[src/rtl/dmem_arbiter_if.sv]
// Bundles the CPU, DMA and memory-side signals of the data-memory arbiter.
// The slave modport is the arbiter's view; master is the requesters' and memory's view.
interface dmem_arbiter_if #(
    parameter int ADDR_W = 5,
    parameter int DATA_W = 32
) ();
    logic              cpu_req;
    logic              cpu_we;
    logic [ADDR_W-1:0] cpu_addr;
    logic [DATA_W-1:0] cpu_wdata;
    logic              cpu_stall;
    logic [DATA_W-1:0] cpu_rdata;
    logic              cpu_rvalid;

    logic              dma_req;
    logic              dma_we;
    logic [ADDR_W-1:0] dma_addr;
    logic [DATA_W-1:0] dma_wdata;
    logic              dma_gnt;
    logic [DATA_W-1:0] dma_rdata;
    logic              dma_rvalid;

    logic [ADDR_W-1:0] mem_adr;
    logic [DATA_W-1:0] mem_din;
    logic              mem_w;
    logic              mem_r;
    logic [DATA_W-1:0] mem_dout;

    modport slave (
        input  cpu_req, cpu_we, cpu_addr, cpu_wdata,
        output cpu_stall, cpu_rdata, cpu_rvalid,
        input  dma_req, dma_we, dma_addr, dma_wdata,
        output dma_gnt, dma_rdata, dma_rvalid,
        output mem_adr, mem_din, mem_w, mem_r,
        input  mem_dout
    );

    modport master (
        output cpu_req, cpu_we, cpu_addr, cpu_wdata,
        input  cpu_stall, cpu_rdata, cpu_rvalid,
        output dma_req, dma_we, dma_addr, dma_wdata,
        input  dma_gnt, dma_rdata, dma_rvalid,
        input  mem_adr, mem_din, mem_w, mem_r,
        output mem_dout
    );
endinterface

[src/rtl/dmem_arbiter.sv]
// Single-port data-memory arbiter: CPU has priority, DMA is guaranteed a slot after
// STARVE_MAX consecutive denied cycles. Reads return registered data one cycle later.
module dmem_arbiter #(
    parameter int ADDR_W     = 5,
    parameter int DATA_W     = 32,
    parameter int STARVE_MAX = 4
) (
    input  logic       clk,
    input  logic       rst_n,
    dmem_arbiter_if.slave bus,
    output logic [1:0] owner
);
    typedef enum logic [1:0] {
        OWN_IDLE = 2'd0,
        OWN_CPU  = 2'd1,
        OWN_DMA  = 2'd2
    } ownerT;

    localparam logic [3:0] STARVE_LIM = 4'(STARVE_MAX);

    logic [3:0] starveCnt;
    logic       forceDma;
    logic       cpuGnt;
    logic       dmaGnt;
    ownerT      state;
    ownerT      stateNext;

    // Grants are purely combinational so the stall reaches the pipeline in the same cycle.
    assign forceDma = (starveCnt == STARVE_LIM);
    assign dmaGnt   = rst_n & bus.dma_req & (~bus.cpu_req | forceDma);
    assign cpuGnt   = rst_n & bus.cpu_req & ~dmaGnt;

    assign bus.cpu_stall = bus.cpu_req & ~cpuGnt;
    assign bus.dma_gnt   = dmaGnt;

    assign bus.mem_adr = dmaGnt ? bus.dma_addr  : bus.cpu_addr;
    assign bus.mem_din = dmaGnt ? bus.dma_wdata : bus.cpu_wdata;
    assign bus.mem_w   = (cpuGnt & bus.cpu_we) | (dmaGnt & bus.dma_we);
    assign bus.mem_r   = (cpuGnt & ~bus.cpu_we) | (dmaGnt & ~bus.dma_we);

    // Counts consecutive cycles the DMA asked and was refused; saturates at the forcing level.
    always_ff @(posedge clk) begin
        if (!rst_n) begin
            starveCnt <= 4'd0;
        end else if (dmaGnt) begin
            starveCnt <= 4'd0;
        end else if (bus.dma_req && (starveCnt != STARVE_LIM)) begin
            starveCnt <= starveCnt + 4'd1;
        end
    end

    // Each port captures memory data only for its own granted read; the other port holds.
    always_ff @(posedge clk) begin
        if (!rst_n) begin
            bus.cpu_rdata  <= '0;
            bus.cpu_rvalid <= 1'b0;
            bus.dma_rdata  <= '0;
            bus.dma_rvalid <= 1'b0;
        end else begin
            bus.cpu_rvalid <= cpuGnt & ~bus.cpu_we;
            bus.dma_rvalid <= dmaGnt & ~bus.dma_we;
            if (cpuGnt && !bus.cpu_we) begin
                bus.cpu_rdata <= bus.mem_dout;
            end
            if (dmaGnt && !bus.dma_we) begin
                bus.dma_rdata <= bus.mem_dout;
            end
        end
    end

    // Last-owner record, kept only for debug visibility.
    always_ff @(posedge clk) begin
        if (!rst_n) begin
            state <= OWN_IDLE;
        end else begin
            state <= stateNext;
        end
    end

    always_comb begin
        stateNext = OWN_IDLE;
        if (dmaGnt) begin
            stateNext = OWN_DMA;
        end else if (cpuGnt) begin
            stateNext = OWN_CPU;
        end
    end

    assign owner = state;
endmodule

[src/flat_wrapper.sv]
// flat-port wrapper written by rule: the top's interface ports become plain ports
module dmem_arbiter_flat 
#(
    parameter int ADDR_W     = 5,
    parameter int DATA_W     = 32,
    parameter int STARVE_MAX = 4
)
  (clk, rst_n, owner, bus_cpu_req, bus_cpu_we, bus_cpu_addr, bus_cpu_wdata, bus_cpu_stall, bus_cpu_rdata, bus_cpu_rvalid, bus_dma_req, bus_dma_we, bus_dma_addr, bus_dma_wdata, bus_dma_gnt, bus_dma_rdata, bus_dma_rvalid, bus_mem_adr, bus_mem_din, bus_mem_w, bus_mem_r, bus_mem_dout);
  dmem_arbiter_if #(.ADDR_W(ADDR_W), .DATA_W(DATA_W)) bus_i ();
  input  logic clk;
  input  logic rst_n;
  output logic [1:0] owner;
  input wire logic [$bits(bus_i.cpu_req)-1:0] bus_cpu_req;
  input wire logic [$bits(bus_i.cpu_we)-1:0] bus_cpu_we;
  input wire logic [$bits(bus_i.cpu_addr)-1:0] bus_cpu_addr;
  input wire logic [$bits(bus_i.cpu_wdata)-1:0] bus_cpu_wdata;
  output wire logic [$bits(bus_i.cpu_stall)-1:0] bus_cpu_stall;
  output wire logic [$bits(bus_i.cpu_rdata)-1:0] bus_cpu_rdata;
  output wire logic [$bits(bus_i.cpu_rvalid)-1:0] bus_cpu_rvalid;
  input wire logic [$bits(bus_i.dma_req)-1:0] bus_dma_req;
  input wire logic [$bits(bus_i.dma_we)-1:0] bus_dma_we;
  input wire logic [$bits(bus_i.dma_addr)-1:0] bus_dma_addr;
  input wire logic [$bits(bus_i.dma_wdata)-1:0] bus_dma_wdata;
  output wire logic [$bits(bus_i.dma_gnt)-1:0] bus_dma_gnt;
  output wire logic [$bits(bus_i.dma_rdata)-1:0] bus_dma_rdata;
  output wire logic [$bits(bus_i.dma_rvalid)-1:0] bus_dma_rvalid;
  output wire logic [$bits(bus_i.mem_adr)-1:0] bus_mem_adr;
  output wire logic [$bits(bus_i.mem_din)-1:0] bus_mem_din;
  output wire logic [$bits(bus_i.mem_w)-1:0] bus_mem_w;
  output wire logic [$bits(bus_i.mem_r)-1:0] bus_mem_r;
  input wire logic [$bits(bus_i.mem_dout)-1:0] bus_mem_dout;
  assign bus_i.cpu_req = bus_cpu_req;
  assign bus_i.cpu_we = bus_cpu_we;
  assign bus_i.cpu_addr = bus_cpu_addr;
  assign bus_i.cpu_wdata = bus_cpu_wdata;
  assign bus_cpu_stall = bus_i.cpu_stall;
  assign bus_cpu_rdata = bus_i.cpu_rdata;
  assign bus_cpu_rvalid = bus_i.cpu_rvalid;
  assign bus_i.dma_req = bus_dma_req;
  assign bus_i.dma_we = bus_dma_we;
  assign bus_i.dma_addr = bus_dma_addr;
  assign bus_i.dma_wdata = bus_dma_wdata;
  assign bus_dma_gnt = bus_i.dma_gnt;
  assign bus_dma_rdata = bus_i.dma_rdata;
  assign bus_dma_rvalid = bus_i.dma_rvalid;
  assign bus_mem_adr = bus_i.mem_adr;
  assign bus_mem_din = bus_i.mem_din;
  assign bus_mem_w = bus_i.mem_w;
  assign bus_mem_r = bus_i.mem_r;
  assign bus_i.mem_dout = bus_mem_dout;
  dmem_arbiter #(.ADDR_W(ADDR_W), .DATA_W(DATA_W), .STARVE_MAX(STARVE_MAX)) u_core (.clk(clk), .rst_n(rst_n), .bus(bus_i), .owner(owner));
endmodule
[config.mk]
export PLATFORM = sky130hd
export DESIGN_NAME = dmem_arbiter_flat
export DESIGN_NICKNAME = d
export VERILOG_FILES = /design/src/rtl/dmem_arbiter_if.sv /design/src/rtl/dmem_arbiter.sv /design/src/flat_wrapper.sv
export SDC_FILE = /design/constraint.sdc
export NUM_CORES = 1
export LEC_CHECK = 0
export ABC_AREA = 1
export CAP_MARGIN = 30
export CORE_MARGIN = 5
export CORE_UTILIZATION = 62
export DETAILED_ROUTE_END_ITERATION = 6
export DONT_BUFFER_PORTS = 1
export GPL_TIMING_DRIVEN = 0
export PLACE_DENSITY = 0.76
export SLEW_MARGIN = 20
export SYNTH_ARGS = -nofsm -noshare
export SYNTH_HDL_FRONTEND = slang
export SYNTH_SLANG_ARGS = --single-unit
[constraint.sdc]
create_clock -name clk -period 2.03 [get_ports clk]
set_input_delay 0.609 -clock clk [delete_from_list [all_inputs] [get_ports clk]]
set_output_delay 0.609 -clock clk [all_outputs]
set_load 0.03 [all_outputs]
**After elaboration in Yosys (flattened, before gate mapping)**

Cells that the tools add are included.

- Bits in registers: 72
- Output and inout bits: 109
- Input port bits: 112

- Eq/ne operators: 2
- Bitwise gates (word level): 18
- Multiplexer cells: 4
- Reduce and logical (&&, ||, !) cells: 6
- Add/sub/neg operators: 1

Operator list:

| cell | count |
|---|---|
| two-way mux 32 bit | 1 |
| bitwise AND 1 bit | 9 |
| NOT 1 bit | 6 |
| two-way mux 5 bit | 1 |
| adder 4 x 1 -> 4 bit, second input constant | 1 |
| equality test 4 x 3 -> 1 bit, second input constant | 1 |
| inequality test 4 x 3 -> 1 bit, second input constant | 1 |
| logical AND 1 bit | 3 |
| OR 1 bit | 3 |
| zero test 1 bit | 2 |
| two-way mux 2 bit | 1 |
| OR reduction 2 bit | 1 |
| two-way mux 1 bit | 1 |

**Logic depth before layout (Yosys ltp)**

Gate-level depths: netlist of run 1.

- Depth in word-level cells: 7
- Depth in mapped cells: 10
- Depth with buffers taken out: 9

**Worst setup path before layout of run 1**

Ideal clock, no wire load.

- Path kind: in2out
- From: input port bus_dma_req
- To: output port bus_mem_din[17]
- Stages on the path: 5
- Required time: 1421 ps
- Arrival: 1630 ps
- Setup slack: -209 ps
- Path through: nand2_1 -> a21oi_2 -> buf_1 -> nand2_1 -> nand2_1

- Cells in the longest elaborated chain, start to end: 3

RTL lines:

| element | RTL line | source |
|---|---|---|
| from (decl) | flat_wrapper.sv:20 | `input wire logic [$bits(bus_i.dma_req)-1:0] bus_dma_req;` |
| bitwise AND 1 bit (2 in a row) | dmem_arbiter.sv:30 | `assign dmaGnt = rst_n & bus.dma_req & (~bus.cpu_req \| forceDma);` |
| via bus_dma_gnt | flat_wrapper.sv:24 | `output wire logic [$bits(bus_i.dma_gnt)-1:0] bus_dma_gnt;` |
| two-way mux 32 bit | dmem_arbiter.sv:37 | `assign bus.mem_din = dmaGnt ? bus.dma_wdata : bus.cpu_wdata;` |
| to (decl) | flat_wrapper.sv:28 | `output wire logic [$bits(bus_i.mem_din)-1:0] bus_mem_din;` |

The timed path passes the listed nets, and every way through them passes these cells.

**Worst setup path after layout of run 1**

- From: register u_core.starveCnt[0]
- To: output port bus_mem_din[20]

- Cells in the longest elaborated chain, start to end: 4

RTL lines:

| element | RTL line | source |
|---|---|---|
| from (decl) | dmem_arbiter.sv:21 | `logic [3:0] starveCnt;` |
| from (signal assigned) | dmem_arbiter.sv:48 | `starveCnt <= starveCnt + 4'd1;` |
| equality test 4 x 3 -> 1 bit | dmem_arbiter.sv:29 | `assign forceDma = (starveCnt == STARVE_LIM);` |
| OR 1 bit | dmem_arbiter.sv:30 |  |
| bitwise AND 1 bit | dmem_arbiter.sv:30 |  |
| via bus_dma_gnt | flat_wrapper.sv:24 |  |
| two-way mux 32 bit | dmem_arbiter.sv:37 |  |

The timed path passes the listed nets, and every way through them passes these cells.

==> results of run 1 <==
[layout make-up]
type	instances	area (µm²)
multi-input cells	399	2226
flip-flops and latches	72	1444
fillers	394	1026
inverters	143	540.5
plain buffers	32	240.2
repair buffers	18	162.7
clock buffers	12	145.1
well taps	75	93.84
clock inverters	3	42.54
[state kept, by name, summed over array words and instances, names as in the netlist]
name,cells
u_core.bus.dma_rdata,32
u_core.bus.cpu_rvalid,1
u_core.bus.dma_rvalid,1
u_core.bus.cpu_rdata,32
u_core.owner,2
u_core.starveCnt,4
[kinds of logic (layout without fill, tap and decap cells)]
logic type | count (synthesis) | after routing | synth area share
adders and majority gates | 2 | 2 | 0.006608
AOI/OAI and AO/OA | 7 | 7 | 0.01024
buffers and inverters | 177 | 208 | 0.1887
and+or+nand+nor | 390 | 390 | 0.4137
DFF | 72 | 72 | 0.3807
[through the flow]
step	util	setup TNS (ns)
3_3_place_gp	0.6560	-9.938
2_1_floorplan	-	-1.199
5_1_grt	0.8267	-15.83
3_5_place_dp	0.6560	-11.20
4_1_cts	0.7895	-9.060
6_report	0.8267	-13.04
[final timing paths]
check | from | to | cells past startpoint
hold reg to reg | u_core.starveCnt[1] | u_core.starveCnt[1] | 3
setup / recovery | u_core.starveCnt[0] | bus_mem_din[20] | 8
setup reg to reg | u_core.starveCnt[0] | u_core.bus.dma_rdata[24] | 12
hold / removal | bus_cpu_req | u_core.owner[1] | 1
[Yosys cell counts]
master / count
sky130_fd_sc_hd__nand2_1: 253
sky130_fd_sc_hd__inv_1: 141
sky130_fd_sc_hd__nor2_1: 98
sky130_fd_sc_hd__dfxtp_1: 72
sky130_fd_sc_hd__nand4_1: 32
sky130_fd_sc_hd__clkbuf_1: 14
sky130_fd_sc_hd__buf_2: 13
sky130_fd_sc_hd__a21oi_1: 3
sky130_fd_sc_hd__buf_4: 3
sky130_fd_sc_hd__buf_6: 3
sky130_fd_sc_hd__o21ai_0: 3
sky130_fd_sc_hd__clkinv_1: 2
sky130_fd_sc_hd__ha_1: 2
sky130_fd_sc_hd__nand3_1: 2
sky130_fd_sc_hd__nand3_2: 2
sky130_fd_sc_hd__a21oi_2: 1
sky130_fd_sc_hd__buf_1: 1
sky130_fd_sc_hd__nand2_2: 1
sky130_fd_sc_hd__nor3_1: 1
sky130_fd_sc_hd__nor3b_1: 1
[layout by cell type, fill, tap and decap left out]
cell type                      n
sky130_fd_sc_hd__clkinv_1      1
sky130_fd_sc_hd__buf_2        10
sky130_fd_sc_hd__nand2_2      17
sky130_fd_sc_hd__nand4_1      32
sky130_fd_sc_hd__clkbuf_1     13
sky130_fd_sc_hd__inv_4         1
sky130_fd_sc_hd__nand2_4      43
sky130_fd_sc_hd__buf_12        2
sky130_fd_sc_hd__nand2_8      11
sky130_fd_sc_hd__nand3_1       2
sky130_fd_sc_hd__nor2_4        1
sky130_fd_sc_hd__bufinv_16     1
sky130_fd_sc_hd__dfxtp_1      70
sky130_fd_sc_hd__clkbuf_4      1
sky130_fd_sc_hd__buf_8         3
sky130_fd_sc_hd__nor3_1        1
sky130_fd_sc_hd__ha_4          1
sky130_fd_sc_hd__nand2_1     183
sky130_fd_sc_hd__nor2_1       97
sky130_fd_sc_hd__o21ai_4       1
sky130_fd_sc_hd__clkbuf_8     12
sky130_fd_sc_hd__nor3b_1       1
sky130_fd_sc_hd__o21ai_0       2
sky130_fd_sc_hd__a21oi_1       3
sky130_fd_sc_hd__a21oi_4       1
sky130_fd_sc_hd__clkinvlp_4    1
sky130_fd_sc_hd__nand3_4       2
sky130_fd_sc_hd__inv_1       138
sky130_fd_sc_hd__dfxtp_2       2
sky130_fd_sc_hd__ha_1          1
sky130_fd_sc_hd__buf_4        12
sky130_fd_sc_hd__buf_6         9
sky130_fd_sc_hd__clkinv_2      2
sky130_fd_sc_hd__inv_2         2
[per-layer routing]
layer,share of wire,up-vias
li1,-,1915
met1,0.33,1876
met2,0.52,258
met3,0.11,53
met4,0.039,0
met5,0,-
[where the power goes]
part / internal, mW / switching, mW / total [mW]
combinational: 0.208 / 0.470 / 0.679
sequential: 1.47 / 0.163 / 1.64
clock: 0.595 / 0.550 / 1.14
total: 2.28 / 1.18 / 3.46
[worst reg2reg max path, delay by kind of cell, from the launching register on]
kind	cells	cell delay (ns)
buffers and inverters	6	0.81
AND/OR/NAND/NOR	4	0.36
flip-flops	1	0.33
AO/OA/AOI/OAI	1	0.23
adder cells (fa/ha/maj)	1	0.16
[what timing repair did]
item,in CTS,in global routing
pin swaps,20,18
buffers inserted,11,4
gates cloned,3,0
endpoints found under the setup margin,41,41
endpoints found under the hold margin,0,0
gates resized for setup,141,43
==> metrics.log, run 1 <==
[metrics] status: complete, but fails checks
[metrics] failing checks: design-rule violations, negative setup slack
[metrics] cell with the largest stage delay on the worst path: sky130_fd_sc_hd__dfxtp_2
[metrics] buffers plus inverters on the worst setup path: 3
[metrics] Warnings, synthesis: 0
[metrics] hold slack final: 0.3607 ns
[metrics] number of design rule violations left after detail routing: 1
[metrics] First DRT Iteration DRCs: 313
[metrics] Final Instance Count excl. Fillers: 754
[metrics] sinks on the clock net: 72
[metrics] peak-usage layer in the global routing report: met2
[metrics] Clock Root Buffer: sky130_fd_sc_hd__clkbuf_8
[metrics] count of port buffers added during placement: 0
[metrics] total vias in the final route: 4102
[metrics] maximum fanout count along the critical path: 10
[metrics] portion of the post-synthesis area used by sequential elements: 0.3807
[metrics] total count of hold-check failures in the final report: 0
[metrics] fraction of final layout cells with drive strength greater than 1: 0.1988
[metrics] family with the most delay on the worst path: buffers and inverters
[metrics] latest clock arrival within the worst-skew pair: 0.35 ns
[metrics] Yosys top cell by area: sky130_fd_sc_hd__dfxtp_1
[metrics] met1 usage: 0.3642
[metrics] number of diodes added for antenna fixing: 0
[metrics] Worst R2R Setup Slack: 0.04 ns
[metrics] fraction of post-synthesis cell area in the top cell type by area: 0.3807
[metrics] Final HPWL DP: 8.639 mm
[metrics] Via-to-Cell Ratio: 5.440
[metrics] level count of the clock H-tree: 3
[metrics] Area contributors post-synth: sky130_fd_sc_hd__dfxtp_1 (38%), sky130_fd_sc_hd__nand2_1 (25%), sky130_fd_sc_hd__inv_1 (14%)
[metrics] type of origin of the critical path: flop
[metrics] syn_area_per_cell: 5.843 µm²
[metrics] initial core utilization: 0.6395
[metrics] WS Path Type: reg2out
[metrics] time the worst path needs with I/O delays and setup: 2.398 ns
[metrics] Core Box Area: 0.005921 mm²
[metrics] hold-fix buffer count after cts: 0
[metrics] element type at the critical path end: primary output
[metrics] post-layout total power: 3.461 mW
[metrics] GRT Util Overall: 0.3164
[metrics] Post-DP Area: 0.003884 mm²
[metrics] post-route worst setup slack: -0.3683 ns
[metrics] Seq cells post-synth: 72
[metrics] number of antenna violations at the first check in global routing: 0
[metrics] pin count of the biggest net entering global routing: 17
[metrics] worst min path class: in2reg
[metrics] die area: 0.007770 mm²
[metrics] overall routed net length: 13.91 mm
[metrics] worst slack at placement: -0.3437 ns
[metrics] met3 track demand over resource: 0.1138
[metrics] Row Count: 28
[metrics] number of I/O pins: 221
[metrics] worst path cell trace: inv_2 > ha_4 > nand3_4 > a21oi_4 > buf_4 > buf_12 > nand2_1 > nand2_4
[metrics] met2 Resource Use GR: 0.5308
[metrics] grt ovf: 0
[metrics] Net Count, Synth: 762
[metrics] leak pwr: 2.669 nW
[metrics] clk slew on worst S/H paths: 0.08 ns
[metrics] setup repair after global routing missed its margin: yes
[metrics] final weighted congestion in routability-driven placement: 0.8018
[metrics] Mapped Cells: 648
[metrics] height of the die: 88.15 µm
[metrics] Clock Path Buffers: 2
[metrics] post-route clock period utilization: 1.181
[metrics] first-pass iteration count of the detailed router: 7
[metrics] FMAX: 0.4170 GHz
[metrics] Max-slew headroom: 0.6286
[metrics] max-cap viol count: 0
[metrics] Yosys cell types: 20
[metrics] via count of the first global-routing pass: 3734
[metrics] longest individual stage delay on the worst path: 0.33 ns
[metrics] number of buffers created by CTS: 9
[metrics] CTS tree: yes
[metrics] area added between synthesis and finish: 29.28%
[metrics] placed insts: 723
[metrics] die span in x: 88.15 µm
[metrics] Power per Cell Area: 707.1 mW/mm²
[metrics] average routed wire per standard cell: 18.45 µm
[metrics] global-route wire length before repair: 18.89 mm
[metrics] Setup violations, final: 41
[metrics] net count reported at finish: 789
[metrics] post-route clock skew: 0.008005 ns
[metrics] Detail Route Antenna Nets: 0
[metrics] final cell area excluding filler cells: 0.004895 mm²
[metrics] arrival time at the worst endpoint: 1.79 ns
[metrics] post-synthesis instance area: 0.003786 mm²
[metrics] Tightest Pin Transition: 0.5572 ns
[metrics] max-slew violation count: 0
[metrics] IR drop worst, VDD: 463.2 µV
[metrics] endpoint required time on the critical path: 1.42 ns
Note: power is estimated with default switching activity, not from simulation.
==> run 2, diff against run 1 <==
CORE_AREA = 2 2 86 88   (was not set)
CORE_MARGIN = not set   (was 5)
CORE_UTILIZATION = not set   (was 62)
DIE_AREA = 0 0 88 90   (was not set)
PLACE_DENSITY = 0.68   (was 0.76)
SLEW_MARGIN = not set   (was 20)
==> metrics.log, run 2 (synthesized netlist as in run 1, its figures left out) <==
[metrics] fraction of final layout cells with drive strength greater than 1: 0.2015
[metrics] area added between synthesis and finish: 30.04%
[metrics] FMAX: 0.4340 GHz
[metrics] registers with the highest flip-flop counts: u_core.bus.cpu_rdata (32), u_core.bus.dma_rdata (32), u_core.starveCnt (4)
[metrics] placed insts: 747
[metrics] number of buffers created by CTS: 9
[metrics] initial core utilization: 0.5393
[metrics] post-layout total power: 3.257 mW
[metrics] Row Count: 31
[metrics] arrival time at the worst endpoint: 1.70 ns
[metrics] grt ovf: 0
[metrics] die span in x: 88 µm
[metrics] Detail Route Antenna Nets: 0
[metrics] Max-slew headroom: 0.6808
[metrics] Final HPWL DP: 7.832 mm
[metrics] height of the die: 90 µm
[metrics] average routed wire per standard cell: 14.75 µm
[metrics] IR drop worst, VDD: 425.0 µV
[metrics] endpoint required time on the critical path: 1.42 ns
[metrics] clk slew on worst S/H paths: 0.07 ns
[metrics] max-slew violation count: 0
[metrics] max-cap viol count: 0
[metrics] net count reported at finish: 790
[metrics] number of diodes added for antenna fixing: 0
[metrics] failing checks: negative setup slack
[metrics] post-route clock skew: 0.008107 ns
[metrics] global-route wire length before repair: 17.56 mm
[metrics] via count of the first global-routing pass: 3550
[metrics] overall routed net length: 11.49 mm
[metrics] CTS tree: yes
[metrics] die area: 0.007920 mm²
[metrics] pin count of the biggest net entering global routing: 16
[metrics] post-route clock period utilization: 1.135
[metrics] element type at the critical path end: primary output
[metrics] Final Instance Count excl. Fillers: 779
[metrics] first-pass iteration count of the detailed router: 4
[metrics] leak pwr: 2.699 nW
[metrics] Tightest Pin Transition: 0.4788 ns
[metrics] final weighted congestion in routability-driven placement: 0.8703
[metrics] count of port buffers added during placement: 0
[metrics] maximum fanout count along the critical path: 6
[metrics] level count of the clock H-tree: 3
[metrics] type of origin of the critical path: flop
[metrics] setup repair after global routing missed its margin: yes
[metrics] number of filler cells placed in the layout: 593
[metrics] Clock Path Buffers: 2
[metrics] number of antenna violations at the first check in global routing: 0
[metrics] Power per Cell Area: 661.6 mW/mm²
[metrics] sinks on the clock net: 72
[metrics] number of design rule violations left after detail routing: 0
[metrics] GRT Util Overall: 0.2852
[metrics] commonest cells after routing, fill and taps aside: sky130_fd_sc_hd__nand2_1 (183), sky130_fd_sc_hd__inv_1 (137), sky130_fd_sc_hd__nor2_1 (97), sky130_fd_sc_hd__dfxtp_1 (70), sky130_fd_sc_hd__nand2_4 (38)
[metrics] Clock Root Buffer: sky130_fd_sc_hd__clkbuf_8
[metrics] post-route worst setup slack: -0.2740 ns
[metrics] time the worst path needs with I/O delays and setup: 2.304 ns
[metrics] most frequent standard cell in the layout excluding fill and tap cells: sky130_fd_sc_hd__nand2_1
[metrics] Worst R2R Setup Slack: 0.13 ns
[metrics] WS Path Type: reg2out
[metrics] total count of hold-check failures in the final report: 0
[metrics] worst min path class: in2reg
[metrics] Via-to-Cell Ratio: 4.822
[metrics] total vias in the final route: 3756
[metrics] First DRT Iteration DRCs: 159
[metrics] latest clock arrival within the worst-skew pair: 0.36 ns
[metrics] number of I/O pins: 221
[metrics] Core Box Area: 0.007020 mm²
[metrics] Setup violations, final: 40
[metrics] status: complete, but fails checks
-- run 2: through the flow --
step	utilization	setup TNS [ns]	setup WS (ns)	hold WS, ns	instance area [µm²]
2_1_floorplan	-	-1.199	-0.03997	0.4755	3790
3_3_place_gp	0.5575	-9.440	-0.3261	0.4905	3914
3_5_place_dp	0.5575	-11.00	-0.3715	0.5002	3914
4_1_cts	0.6780	-9.635	-0.2766	0.3485	4760
5_1_grt	0.7013	-11.76	-0.3258	0.3511	4923
6_report	0.7013	-9.548	-0.2740	0.3473	4923
-- run 2: worst max-delay path: stages, from the launching register on --
cell and delay, ns:
sky130_fd_sc_hd__dfxtp_2 0.33, sky130_fd_sc_hd__inv_2 0.06, sky130_fd_sc_hd__ha_4 0.14, sky130_fd_sc_hd__nand3_4 0.09, sky130_fd_sc_hd__a21oi_4 0.20, sky130_fd_sc_hd__buf_6 0.18, sky130_fd_sc_hd__buf_12 0.16, sky130_fd_sc_hd__nand2_4 0.07
sky130_fd_sc_hd__nand2_8 0.10
-- run 2: where the power goes --
| part | internal, mW | switching [mW] | total [mW] |
|---|---|---|---|
| sequential | 1.47 | 0.161 | 1.64 |
| clock | 0.431 | 0.537 | 0.968 |
| combinational | 0.205 | 0.448 | 0.653 |
-- run 2: layout make-up --
class                           instances  area (µm²)  area share
Inverter                              143       543.0      0.1103
Timing Repair Buffer                   20       177.7     0.03609
Clock inverter                          4       22.52    0.004574
Tap cell                               99       123.9     0.02516
Multi-Input combinational cell        399        2262      0.4595
Sequential cell                        72        1444      0.2933
Clock buffer                           11       131.4     0.02668
Buffer                                 31       219.0     0.04447
-- run 2: path summary, 6_finish.rpt --
| check | start | to | cells after the start |
|---|---|---|---|
| worst max-delay path | u_core.starveCnt[1] | bus_mem_din[27] | 8 |
| worst min-delay path | bus_cpu_req | u_core.owner[1] | 1 |
| worst max register to register | u_core.starveCnt[1] | u_core.bus.dma_rdata[22] | 12 |
| worst min register to register | u_core.starveCnt[0] | u_core.starveCnt[0] | 3 |
-- run 2: what timing repair did --
item | in CTS | in global routing
gates cloned | 2 | 0
pin swaps | 29 | 15
setup endpoints to repair | 41 | 41
buffers inserted | 13 | 5
hold buffers | 0 | 0
gates resized for setup | 159 | 27
-- run 2: per-layer routing --
metal | wire length (µm) | up-vias | global-route usage
li1 | - | 1913 | -
met1 | 4629 | 1682 | 0.3638
met2 | 5437 | 150 | 0.4438
met3 | 1257 | 11 | 0.1111
met4 | 163 | 0 | 0.08205
met5 | 0 | - | 0
==> run 3, diff against run 2 <==
clock period = 2.4 ns   (was 2.03 ns; I/O delays follow)
==> metrics.log, run 3 (synthesized netlist as in run 1, its figures left out) <==
[metrics] post-route worst setup slack: -0.006474 ns
[metrics] number of design rule violations left after detail routing: 0
[metrics] Setup violations, final: 4
[metrics] net count reported at finish: 781
[metrics] latest clock arrival within the worst-skew pair: 0.34 ns
[metrics] Post-DP Area: 0.003911 mm²
[metrics] Via-to-Cell Ratio: 4.873
[metrics] share of the core filled with cells: 0.6703
[metrics] Setup TNS: -0.01013 ns
[metrics] arrival time at the worst endpoint: 1.69 ns
[metrics] status: complete, but fails checks
[metrics] die area: 0.007920 mm²
[metrics] Final Instance Count excl. Fillers: 771
[metrics] Power per Cell Area: 630.8 mW/mm²
[metrics] height of the die: 90 µm
[metrics] first-pass iteration count of the detailed router: 4
[metrics] pin count of the biggest net entering global routing: 13
[metrics] die span in x: 88 µm
[metrics] endpoint required time on the critical path: 1.68 ns
[metrics] hold slack final: 0.4760 ns
[metrics] time the worst path needs with I/O delays and setup: 2.406 ns
[metrics] FMAX: 0.4155 GHz
[metrics] First DRT Iteration DRCs: 135
[metrics] sinks on the clock net: 72
[metrics] count of port buffers added during placement: 0
[metrics] overall routed net length: 11.33 mm
[metrics] final cell area excluding filler cells: 0.004706 mm²
[metrics] average routed wire per standard cell: 14.69 µm
[metrics] initial core utilization: 0.5393
[metrics] number of I/O pins: 221
[metrics] type of origin of the critical path: flop
[metrics] worst min path class: in2reg
[metrics] cell with the largest stage delay on the worst path: sky130_fd_sc_hd__dfxtp_2
[metrics] number of diodes added for antenna fixing: 0
[metrics] registers with the highest flip-flop counts: u_core.bus.cpu_rdata (32), u_core.bus.dma_rdata (32), u_core.starveCnt (4)
[metrics] longest individual stage delay on the worst path: 0.32 ns
[metrics] grt ovf: 0
[metrics] clk slew on worst S/H paths: 0.07 ns
[metrics] commonest cells after routing, fill and taps aside: sky130_fd_sc_hd__nand2_1 (189), sky130_fd_sc_hd__inv_1 (137), sky130_fd_sc_hd__nor2_1 (97), sky130_fd_sc_hd__dfxtp_1 (70), sky130_fd_sc_hd__nand4_1 (32)
[metrics] post-route clock period utilization: 1.003
[metrics] Row Count: 31
[metrics] total vias in the final route: 3757
[metrics] buffers plus inverters on the worst setup path: 3
[metrics] post-route clock skew: 0.009912 ns
[metrics] number of buffers created by CTS: 9
[metrics] max-cap viol count: 0
[metrics] max-slew violation count: 0
[metrics] CTS tree: yes
[metrics] final weighted congestion in routability-driven placement: 0.8271
[metrics] most frequent standard cell in the layout excluding fill and tap cells: sky130_fd_sc_hd__nand2_1
[metrics] global-route wire length before repair: 17.31 mm
[metrics] setup repair after global routing missed its margin: yes
[metrics] Clock Root Buffer: sky130_fd_sc_hd__clkbuf_8
[metrics] family with the most delay on the worst path: buffers and inverters
[metrics] failing checks: negative setup slack
[metrics] Final HPWL DP: 8.084 mm
[metrics] Max-slew headroom: 0.6693
[metrics] total count of hold-check failures in the final report: 0
[metrics] worst path cell trace: inv_2 > ha_4 > nand3_4 > a21oi_4 > buf_6 > clkbuf_16 > nand2_2 > nand2_4
[metrics] placed insts: 747
[metrics] WS Path Type: reg2out
[metrics] IR drop worst, VDD: 322.5 µV
[metrics] maximum fanout count along the critical path: 8
[metrics] number of antenna violations at the first check in global routing: 0
[metrics] number of filler cells placed in the layout: 624
[metrics] Detail Route Antenna Nets: 0
[metrics] GRT Util Overall: 0.2776
[metrics] Core Box Area: 0.007020 mm²
[metrics] area added between synthesis and finish: 24.29%
[metrics] via count of the first global-routing pass: 3623
[metrics] leak pwr: 2.558 nW
[metrics] Clock Path Buffers: 2
[metrics] element type at the critical path end: primary output
[metrics] fraction of final layout cells with drive strength greater than 1: 0.1845
[metrics] Tightest Pin Transition: 0.4960 ns
[metrics] level count of the clock H-tree: 3
==> run 3: cell count changes in the layout (fill, tap and decap cells not counted), sizes merged <==
cell / delta
buf: -10
bufinv: +2
clkinv: -2
clkbuf: +1
clkinvlp: +1
==> run 3: through the flow <==
step                power (mW)  worst slack [ns]
global placement         1.812           -0.2615
detailed placement       1.823           -0.2613
finish                   2.969         -0.006474
CTS                      2.954          -0.04057
global route             3.100          -0.07612
floorplan                1.746           0.05833
==> run 3: cell type report <==
type                       count  area (µm²)  area share
tap                           99       123.9     0.02632
buffer                        31       202.7     0.04307
multi-input combinational    399        2042      0.4339
clock buffer                  11       141.4     0.03005
inverter                     143       543.0      0.1154
clock inverter                 5       80.08     0.01702
sequential                    72        1444      0.3068
timing repair buffer          11       128.9     0.02739
==> run 3: worst paths after layout <==
| kind | depth (start not counted) | endpoint | startpoint | slack, ns |
|---|---|---|---|---|
| max | 8 | bus_mem_din[4] | u_core.starveCnt[0] | -0.006 |
| min | 1 | u_core.owner[1] | bus_cpu_req | 0.48 |
| max reg2reg | 11 | u_core.bus.dma_rdata[22] | u_core.starveCnt[0] | 0.69 |
| min reg2reg | 3 | u_core.starveCnt[0] | u_core.starveCnt[0] | 0.53 |
==> run 3: repair_timing <==
item                                    4_1_cts  5_1_grt
hold buffers                                  0        0
gates resized for setup                     105       38
gates cloned                                  1        2
buffers inserted                              5        3
endpoints found under the setup margin       40       40
pin swaps                                    13       26
==> run 3: layer usage <==
layer,up-vias,share of wire,GRT usage
li1,1897,-,-
met1,1695,0.42,0.3463
met2,146,0.47,0.4394
met3,19,0.096,0.09183
met4,0,0.020,0.1051
met5,-,0,0
==> run 3: where the power goes <==
group	internal (mW)	switching, mW	leakage [nW]
Combinational	0.155	0.361	1.86
Sequential	1.25	0.136	0.588
Clock	0.612	0.457	0.106
